File: src/rtl/freq_meter_pkg.sv
// Shared types and default widths for the frequency meter blocks.
package freq_meter_pkg;

    typedef enum logic [2:0] {
        IDLE,
        GATE,
        CAPTURE,
        VALID,
        HOLD
    } gate_state_t;

    localparam int GATE_W_DEF = 27;
    localparam int CNT_W_DEF  = 16;

endpackage

File: src/rtl/meas_gate_ctrl.sv
// Measurement-window controller: drives the edge-counter gate, captures the
// settled count and hands it downstream over valid/ready.
module meas_gate_ctrl
    import freq_meter_pkg::*;
#(
    parameter int GATE_W  = GATE_W_DEF,
    parameter int CNT_W   = CNT_W_DEF,
    parameter int HOLDOFF = 2
) (
    input  logic              clk,
    input  logic              rst,
    input  logic              start,
    input  logic              cont,
    input  logic [GATE_W-1:0] gate_len,
    input  logic [CNT_W-1:0]  counter_in,
    output logic              enable,
    output logic [CNT_W-1:0]  result,
    output logic              result_valid,
    input  logic              result_ready,
    output logic              busy
);

    localparam logic [GATE_W-1:0] ONE       = GATE_W'(1);
    localparam logic [GATE_W-1:0] HOLD_LOAD = GATE_W'(HOLDOFF);

    gate_state_t       state, state_nx;
    logic [GATE_W-1:0] cnt, cnt_nx;

    // One down-counter serves both the gate window and the holdoff gap.
    always_comb begin
        state_nx = state;
        cnt_nx   = cnt;
        case (state)
            IDLE: begin
                if (start || cont) begin
                    state_nx = GATE;
                    cnt_nx   = (gate_len == '0) ? ONE : gate_len;
                end
            end
            GATE: begin
                if (cnt == ONE) state_nx = CAPTURE;
                else            cnt_nx   = cnt - ONE;
            end
            CAPTURE: state_nx = VALID;
            VALID: begin
                if (result_ready) begin
                    if (HOLDOFF == 0) begin
                        state_nx = IDLE;
                    end else begin
                        state_nx = HOLD;
                        cnt_nx   = HOLD_LOAD;
                    end
                end
            end
            HOLD: begin
                if (cnt <= ONE) state_nx = IDLE;
                else            cnt_nx   = cnt - ONE;
            end
            default: state_nx = IDLE;
        endcase
    end

    // Outputs are registered from the next state so they line up with it.
    always_ff @(posedge clk) begin
        if (rst) begin
            state        <= IDLE;
            cnt          <= '0;
            enable       <= 1'b0;
            busy         <= 1'b0;
            result       <= '0;
            result_valid <= 1'b0;
        end else begin
            state  <= state_nx;
            cnt    <= cnt_nx;
            enable <= (state_nx == GATE);
            busy   <= (state_nx != IDLE);
            if (state == CAPTURE) begin
                result       <= counter_in;
                result_valid <= 1'b1;
            end else if (state == VALID && result_ready) begin
                result_valid <= 1'b0;
            end
        end
    end

endmodule

File: config.mk
export PLATFORM = sky130hd
export DESIGN_NAME = meas_gate_ctrl
export DESIGN_NICKNAME = d
export VERILOG_FILES = /design/src/rtl/freq_meter_pkg.sv /design/src/rtl/meas_gate_ctrl.sv
export SDC_FILE = /design/constraint.sdc
export NUM_CORES = 1
export LEC_CHECK = 0
export CAP_MARGIN = 20
export CORE_ASPECT_RATIO = 1.1
export CORE_MARGIN = 3
export CORE_UTILIZATION = 45
export CTS_CLUSTER_SIZE = 40
export DETAILED_ROUTE_END_ITERATION = 10
export PLACE_DENSITY = 0.74
export SYNTH_ARGS = -nofsm -noshare
export SYNTH_HDL_FRONTEND = slang
export SYNTH_SLANG_ARGS = --single-unit
File: constraint.sdc
create_clock -name clk -period 2.2 [get_ports clk]
set_input_delay 0.22 -clock clk [delete_from_list [all_inputs] [get_ports clk]]
set_output_delay 0.22 -clock clk [all_outputs]
set_load 0.05 [all_outputs]
# ---- Yosys cells after proc, flatten, opt, wreduce, memory -nomap -nowiden
# Cells that the tools add are included.
dict set report word_totals {
  regBits 49
  inputBits 48
  output_inout_bits 19
  word_cells 39
}
dict set report op_classes {
  n_addsub 1
  magnitude_cmp 1
  eq_ne 10
  n_mux 13
  n_reduce_logical 8
}
# cell count
set op_table {}
lappend op_table {{two-way mux 27 bit} 5}
lappend op_table {{case mux 27 bit (4 select lines)} 1}
lappend op_table {{== test 27 x 1 -> 1 bit (second input constant)} 1}
lappend op_table {{less-or-equal comparator 27 x 1 -> 1 bit (second input constant)} 1}
lappend op_table {{logical NOT 27 bit} 1}
lappend op_table {{subtractor 27 x 1 -> 27 bit (second input constant)} 1}
lappend op_table {{case mux 3 bit (5 select lines)} 1}
lappend op_table {{two-way mux 3 bit} 4}
lappend op_table {{inequality test 2 bit (second input constant)} 4}
lappend op_table {{== test 3 x 1 -> 1 bit (second input constant)} 2}
lappend op_table {{== test 3 x 2 -> 1 bit (second input constant)} 2}
lappend op_table {{AND reduction 5 bit} 1}
lappend op_table {{nonzero test 4 bit} 1}
lappend op_table {{== test 3 bit (second input constant)} 1}
lappend op_table {{logical NOT 3 bit} 1}
lappend op_table {{nonzero test 3 bit} 1}
lappend op_table {{two-way mux 1 bit} 2}
lappend op_table {{nonzero test 2 bit} 1}
lappend op_table {{logical AND 1 bit} 1}
lappend op_table {{logical OR 1 bit} 1}

# ---- Longest topological paths before layout
# Gate-level depths: netlist (run 1).
dict set report depth {
  word_depth 4
  ltp_mapped 9
}

# ---- Worst setup path after synthesis (run 1)
# No wires, ideal clock.
dict set report synth_timing {
  path_type {register to register}
  start {register cnt[22]}
  end {register cnt[6]}
  setup_ns 0.134
  arrival_ns 2.035
  path_slack_ns 0.031
  stages_incl_launch_ff 8
  path_cell_list {dfxtp_1 > or4_4 > a211o_1 > or4_1 > buf_2 > buf_6 > a21oi_1 > a211oi_1}
}
dict set report synth_via {
  elab_chain_cells 3
  elab_cells_between_ends 5
  cone_classes {order compare (1); eq/ne (3); reduce/logical (1)}
}
# element line_no
set synth_rtl {}
lappend synth_rtl {{start: declaration} meas_gate_ctrl.sv:27} ;# logic [GATE_W-1:0] cnt, cnt_nx;
lappend synth_rtl {{start signal: assignment} meas_gate_ctrl.sv:74} ;# cnt <= cnt_nx;
lappend synth_rtl {{less-or-equal comparator 27 x 1 -> 1 bit / == test 27 x 1 -> 1 bit (equally long branches)} {meas_gate_ctrl.sv:56, meas_gate_ctrl.sv:41}}
lappend synth_rtl {{inequality test 2 bit (no source line)} n/a}
lappend synth_rtl {{AND reduction 5 bit (no source line) (*)} n/a}
# Every way passes the cells marked *; elsewhere a longest branch is shown, timed or not.
# A chain may end at the register's enable or synchronous reset.

# ---- Worst setup path after layout (run 1)
dict set report layout_timing {
  start {register cnt[22]}
  end {register cnt[26]}
}
dict set report layout_via {
  elab_chain_cells 3
  elab_cells_between_ends 9
  cone_classes {add/sub (1); order compare (1); eq/ne (3); mux (3); reduce/logical (1)}
}
# element line_no
set layout_rtl {}
lappend layout_rtl {{subtractor 27 x 1 -> 27 bit (tied with other cells)} {meas_gate_ctrl.sv:42, meas_gate_ctrl.sv:57}}
lappend layout_rtl {{two-way mux 27 bit (tied with other cells)} meas_gate_ctrl.sv:56} ;# if (cnt <= ONE) state_nx = IDLE;
lappend layout_rtl {{case mux 27 bit (4 select lines) / AND reduction 5 bit (equally long branches)} n/a}
# Parallel ways exist; a longest one is shown, timed or not. The select of a mux whose other input is x is not followed.

==> results by group, run 1 <==
Worst setup path
  – CP arrival: 2.35 ns
  – CP Cell Sequence: or4_4 > a211o_1 > or4_4 > nand2_1 > o31ai_1
  – R2R Path End: cnt[26]$_SDFFE_PP0P_
  – Buf+Inv Stages, Crit Path: 0
  – Top delay family on crit path: simple AND/OR/NAND/NOR gates
  – Setup slack, reg-to-reg: 0.03 ns
  – CP Class: flop to flop
  – Startpoint types: flop
  – Worst endpoint required time: 2.38 ns
  – CP endpoint kind: flop
  – CP max-delay cell: or4_4
  – CP dominant cell by count: or4_4
  – Worst reg2reg startpoint: cnt[22]$_SDFFE_PP0P_
  – Largest stage delay on the critical path: 0.55 ns
  – R2R cell count: 5
  – Crit path max fanout: 6

Place
  – GP Congestion: 0.910
  – DP Wirelength: 6.62 mm
  – PortBufs: 66
  – Placed Cells: 523
  – DP Area: 3930 µm²

Cells and area
  – Post-layout net count: 504
  – Final Instance Area: 4090 µm²
  – Commonest non-fill, non-tap cell in the layout: clkdlybuf4s50_1
  – Area growth syn-to-layout: 42.6%
  – Non-filler cells, final: 532
  – Commonest cells after routing, fill and taps aside: 66 x clkdlybuf4s50_1, 52 x buf_4, 49 x dfxtp_1, 47 x a21oi_1, 46 x nand2_1
  – # diodes: 0
  – Post-Route Utilization: 68.7%
  – Proportion of layout cells with a drive suffix above 1: 18.0%

Timing
  – Hold Violations, Final: 0
  – Setup violators final: 0
  – Worst slew pin tran: 0.580 ns
  – Hold_ws: 0.443 ns
  – Worst slew margin: 61.3%
  – Tmin final: 2.17 ns
  – Max Fclk: 460 MHz
  – RSZ-0062 raised after global routing: true
  – Tcrit/Tclk final: 98.8%
  – Final Skew: 0.00651 ns
  – Fin. max-slew vios: 0

Routing
  – Drt wl/cell: 17.6 µm
  – Drt drc: 0
  – Post-detailed-route count of antenna-violating nets: 0
  – 1st-pass router iterations: 5
  – Vias: 3293
  – Overall routed net length: 9.38 mm
  – Vias/cell: 6.19
  – Initial detailed-routing violation count: 382

Synth
  – Synth Warn #: 0
  – Asr flop ratio synth: 0%
  – Synth Register Bits: 49
  – Leading area contributor after synthesis: dfxtp_1
  – Post-synthesis net count: 401
  – Simple-gate share of the synthesized area: 26.8%
  – Cells after synthesis: 351
  – Synth Area in XOR/XNOR: 3.06%
  – Most used DFF post-synth: dfxtp_1
  – Largest family of logic cells by synthesized area: compound AO/OA/AOI/OAI gates
  – Synth cell types: 58
  – Share of the synthesized area in the top cell type: 34.2%
  – Compound-cell area share of the yosys netlist: 29.5%
  – Post-synth EDFFs: 0
  – Mux contribution to synthesized area: 0.349%
  – Synth Area per Inst: 8.16 µm²
  – Post-synthesis sequential area ratio: 34.2%
  – Post-Syn Area: 2870 µm²
  – Post-synthesis adder-cell area fraction: 0.873%
  – Ranking of synthesized cells by area: dfxtp_1 34%, a21oi_1 8.6%, nand2_1 6.0%, a211oi_1 4.7%, nor4_1 2.8%

Clock network
  – # clock sinks: 49
  – Deepest clock path buffer count: 2
  – Total CTS buffers: 5
  – Hold Buf Count CTS: 0
  – Root Driver: clkbuf_8
  – H-tree depth: 2
  – CTS tree: built
  – Worst skew pair latency: 0.31 ns
  – Clock slew at reported path FFs: 0.11 ns

Worst hold path
  – Worst Hold End: result[15]$_SDFFE_PP0P_
  – Hold depth: 3
  – Min-delay worst type: primary input to flop
  – Worst hold start: counter_in[15]

Floorplanning
  – Std cell rows: 29
  – Initial core utilization: 48.1%
  – IO Count: 67
  – Die area: 7360 µm²
  – Core ar.: 5950 µm²
  – Die H: 89.7 µm
  – Die span in x: 82.1 µm

Global route
  – Total track usage: 25.8%
  – Global route total overflow: 0
  – Largest net degree at the start of global routing: 49
  – Vias in the first global route: 3029
  – Global-route wire length before repair: 14.8 mm
  – Initial antenna violation count: 0

Pwr
  – Peak supply drop: 349 µV
  – Leakage: 0.00152 µW
  – Pwr Density: 574 nW/µm²
  – Tot Pwr: 2340 µW

Job
  – MaxCap Viol Count: 0

Run status
  – Status: complete, no violations
[metrics by stage]
step	setup TNS [ns]	setup slack (ns)
floorplan	0	0.0312
global placement	0	0.0291
detailed placement	-0.385	-0.0436
CTS	0	0.0172
global route	-0.329	-0.0505
finish	0	0.0271
[final cells by class]
cell class / instances / area, µm²
fill: 501 / 1870
clock buffer: 5 / 68.8
inverter: 5 / 18.8
sequential: 49 / 981
clock inverter: 3 / 25.0
timing repair buffer: 122 / 1120
multi-input combinational: 271 / 1770
tap: 77 / 96.3
[routing by layer]
layer | share of wire, % | vias up | track usage (%)
met5 | 0 | - | 0
met4 | 3.6 | 0 | 9.06
met3 | 8.0 | 36 | 3.49
met2 | 46 | 176 | 42.9
met1 | 42 | 1541 | 34.2
li1 | - | 1540 | -
[tightest hold or removal path, delay by kind of cell]
kind	cells	cell delay (ns)
buffers and inverters	1	0.40
AOI/OAI and AO/OA	1	0.05
and+or+nand+nor	1	0.05
[cell usage after synthesis, drive strengths merged, types with 2 or more instances]
cell	count
o211a	4
o311ai	4
o22ai	2
and4	2
and3	2
nor2	15
ha	2
a221oi	2
o31ai	6
xnor2	6
xor2	4
or3	4
a211oi	18
nor3	12
or4	4
a21boi	2
buf	10
nand3	5
nand4b	2
o21ai	5
nor4	19
nor2b	4
a21oi	49
inv	5
a211o	2
o31a	4
and2	4
nand2	46
a311oi	4
clkbuf	16
or2	4
dfxtp	49
a22oi	10
nand2b	3
o311a	2
nand4	5
[flip-flops by register name (all words and copies together) (netlist names)]
register	count
result_valid	1
busy	1
state	3
cnt	27
enable	1
result	16
[where the power goes]
group | internal (µW) | switching, µW | total, µW | leakage, µW
clock network | 233 | 354 | 587 | 0.0000452
logic | 381 | 386 | 768 | 0.00107
registers | 939 | 50.4 | 990 | 0.000402
total | 1550 | 791 | 2340 | 0.00152
[kinds of logic after synthesis]
kind of cell             after synthesis
buffers and inverters                 31
adder cells (fa/ha/maj)                2
XOR/XNOR                              10
multiplexers                           1
AND/OR/NAND/NOR                      134
AO/OA/AOI/OAI                        124
flip-flops                            49
[how the worst max path moves through the flow]
stage | from | endpoint | slack (ns) | depth (start not counted)
after floorplan | cnt[22]$_SDFFE_PP0P_ | cnt[6]$_SDFFE_PP0P_ | 0.03 | 7
after global placement | cont | cnt[2]$_SDFFE_PP0P_ | 0.03 | 7
after detailed placement | cnt[22]$_SDFFE_PP0P_ | cnt[7]$_SDFFE_PP0P_ | -0.04 | 6
after CTS | cnt[22]$_SDFFE_PP0P_ | cnt[15]$_SDFFE_PP0P_ | 0.02 | 6
after global routing | cnt[22]$_SDFFE_PP0P_ | cnt[11]$_SDFFE_PP0P_ | -0.05 | 7
final | cnt[22]$_SDFFE_PP0P_ | cnt[26]$_SDFFE_PP0P_ | 0.03 | 5
[timing repair]
item | CTS | global route
hold endpoints to repair | 0 | 0
buffers inserted | 0 | 1
pin swaps | 0 | 3
gates resized for setup | 5 | 7
setup endpoints to repair | 26 | 25
(Power assumes the default switching activity.)
==> run 2, diff against run 1 <==
--- a/config.mk
+++ b/config.mk
@@ -11,7 +11,7 @@
 export CORE_UTILIZATION = 45
 export CTS_CLUSTER_SIZE = 40
 export DETAILED_ROUTE_END_ITERATION = 10
-export PLACE_DENSITY = 0.74
+export PLACE_DENSITY = 0.75
 export SYNTH_ARGS = -nofsm -noshare
 export SYNTH_HDL_FRONTEND = slang
 export SYNTH_SLANG_ARGS = --single-unit
==> constraint.sdc (replaced) <==
create_clock -name clk -period 2.2 [get_ports clk]
set_input_delay 0.22 -clock clk [delete_from_list [all_inputs] [get_ports clk]]
set_output_delay 0.22 -clock clk [all_outputs]
set_load 0.02 [all_outputs]
==> run 2 against run 1 <==
  * First-iteration DRC count fell by 32%
  * Maximum frequency decreased by 0.13%
  * Combinational power barely moved
  * Setup slack got worse by 0.0029 ns
  * Sequential share of layout area decreased by 0.56 points
==> results by group, run 2 (same netlist as run 1, synthesis figures left out) <==
Timing
  – Max Fclk: 460 MHz
  – Final Skew: 0.00612 ns
  – Setup violators final: 0
  – Fin. max-slew vios: 0
  – Worst slew margin: 54.4%
  – Tmin final: 2.18 ns
  – Setup TNS: 0 ns
  – Hold Violations, Final: 0
  – RSZ-0062 raised after global routing: true
  – Tcrit/Tclk final: 98.9%
  – Hold_ws: 0.449 ns
  – Worst slew pin tran: 0.682 ns

Cells and area
  – Largest regs: cnt (27), result (16), state (3)
  – Fill cells: 488
  – Max reg flops: 27
  – Proportion of layout cells with a drive suffix above 1: 21.7%
  – Post-layout net count: 505
  – Commonest cells after routing, fill and taps aside: 66 x clkdlybuf4s50_1, 55 x buf_4, 49 x dfxtp_1, 45 x nand2_1, 37 x a21oi_1
  – Register bank with the most flops: cnt
  – Final Instance Area: 4180 µm²
  – Area growth syn-to-layout: 46.0%
  – # diodes: 0
  – Commonest non-fill, non-tap cell in the layout: clkdlybuf4s50_1

Routing
  – Initial detailed-routing violation count: 258
  – Vias: 3250
  – Vias/cell: 6.10
  – 1st-pass router iterations: 5
  – Post-detailed-route count of antenna-violating nets: 0
  – Drt wl/cell: 17.5 µm
  – Overall routed net length: 9.32 mm
  – Drt drc: 0

Worst setup path
  – Crit path max fanout: 22
  – R2R Path End: cnt[16]$_SDFFE_PP0P_
  – Setup slack, reg-to-reg: 0.02 ns
  – R2R cell count: 6
  – Startpoint types: flop
  – Worst reg2reg startpoint: cnt[22]$_SDFFE_PP0P_
  – Worst endpoint required time: 2.36 ns
  – Worst setup startpoint: cnt[22]$_SDFFE_PP0P_
  – CP Class: flop to flop
  – CP endpoint kind: flop
  – CP arrival: 2.34 ns

Worst hold path
  – Min-delay worst type: primary input to flop
  – Hold depth: 3
  – Worst hold start: counter_in[11]
  – Worst Hold End: result[11]$_SDFFE_PP0P_

Clock network
  – # clock sinks: 49
  – Worst skew pair latency: 0.31 ns
  – Root Driver: clkbuf_8
  – Hold Buf Count CTS: 0
  – Deepest clock path buffer count: 2
  – Clock slew at reported path FFs: 0.09 ns
  – H-tree depth: 2
  – Total CTS buffers: 5
  – CTS tree: built

Floorplanning
  – Die span in x: 82.1 µm
  – Std cell rows: 29
  – Core ar.: 5950 µm²
  – Die area: 7360 µm²
  – IO Count: 67
  – Initial core utilization: 48.1%
  – Die H: 89.7 µm

Pwr
  – Tot Pwr: 2540 µW
  – Leakage: 0.00155 µW
  – Pwr Density: 608 nW/µm²
  – Peak supply drop: 353 µV

Global route
  – Initial antenna violation count: 0
  – Largest net degree at the start of global routing: 23
  – Global route total overflow: 0
  – Vias in the first global route: 2996
  – Global-route wire length before repair: 14.7 mm
  – Total track usage: 25.8%

Place
  – PortBufs: 66
  – GP Congestion: 0.920
  – DP Wirelength: 6.70 mm
  – DP Area: 3920 µm²

Job
  – MaxCap Viol Count: 0

Run status
  – Status: complete, no violations
## run 2: area by class of cell
cell class / instances / area, µm² / area share (%)
Sequential cell: 49 / 981 / 23.5
Timing Repair Buffer: 123 / 1110 / 26.6
Inverter: 5 / 18.8 / 0.449
Tap cell: 77 / 96.3 / 2.30
Multi-Input combinational cell: 271 / 1840 / 43.9
Clock buffer: 5 / 68.8 / 1.65
Clock inverter: 3 / 68.8 / 1.65
## run 2: critical path: stages (launching register included)
cell and delay (ns):
dfxtp_1 0.32, or4_4 0.54, a211o_1 0.30, or4_4 0.47, buf_12 0.20, a21oi_2 0.14
a211oi_1 0.06
## run 2: report_power, final
| group | internal (µW) | total [µW] | switching [µW] | leakage, µW |
|---|---|---|---|---|
| Clock | 458 | 784 | 327 | 0.0000687 |
| Combinational | 383 | 768 | 386 | 0.00108 |
| Sequential | 939 | 991 | 52.0 | 0.000402 |
## run 2: worst max-delay path by stage
stage               cells after the start                   end  slack [ns]
global placement                        7  cnt[18]$_SDFFE_PP0P_       -0.07
finish                                  6  cnt[16]$_SDFFE_PP0P_        0.02
CTS                                     6  cnt[14]$_SDFFE_PP0P_     0.00009
floorplan                               7   cnt[6]$_SDFFE_PP0P_        0.03
global route                            6  cnt[17]$_SDFFE_PP0P_       -0.05
detailed placement                      7  cnt[14]$_SDFFE_PP0P_       -0.05
## run 2: metal layers
layer  share of wire (%)  track usage (%)  wire length, µm
met2                  48             42.8             4470
met3                 7.4             4.89              690
met5                   0                0                0
met4                 2.5             8.01              230
met1                  42             34.0             3930
## run 2: stage by stage
step,utilization (%),setup WS (ns),std cells
finish,70.3,0.0242,533
global placement,65.8,-0.0687,523
global route,70.3,-0.0464,533
CTS,68.4,0.0000882,531
floorplan,-,0.0312,351
detailed placement,65.8,-0.0548,523
## run 2: timing repair
item                       CTS  global route
buffers inserted             0             2
gates resized for setup      3            25
pin swaps                    0             2
setup endpoints to repair   26            28
hold endpoints to repair     0             0
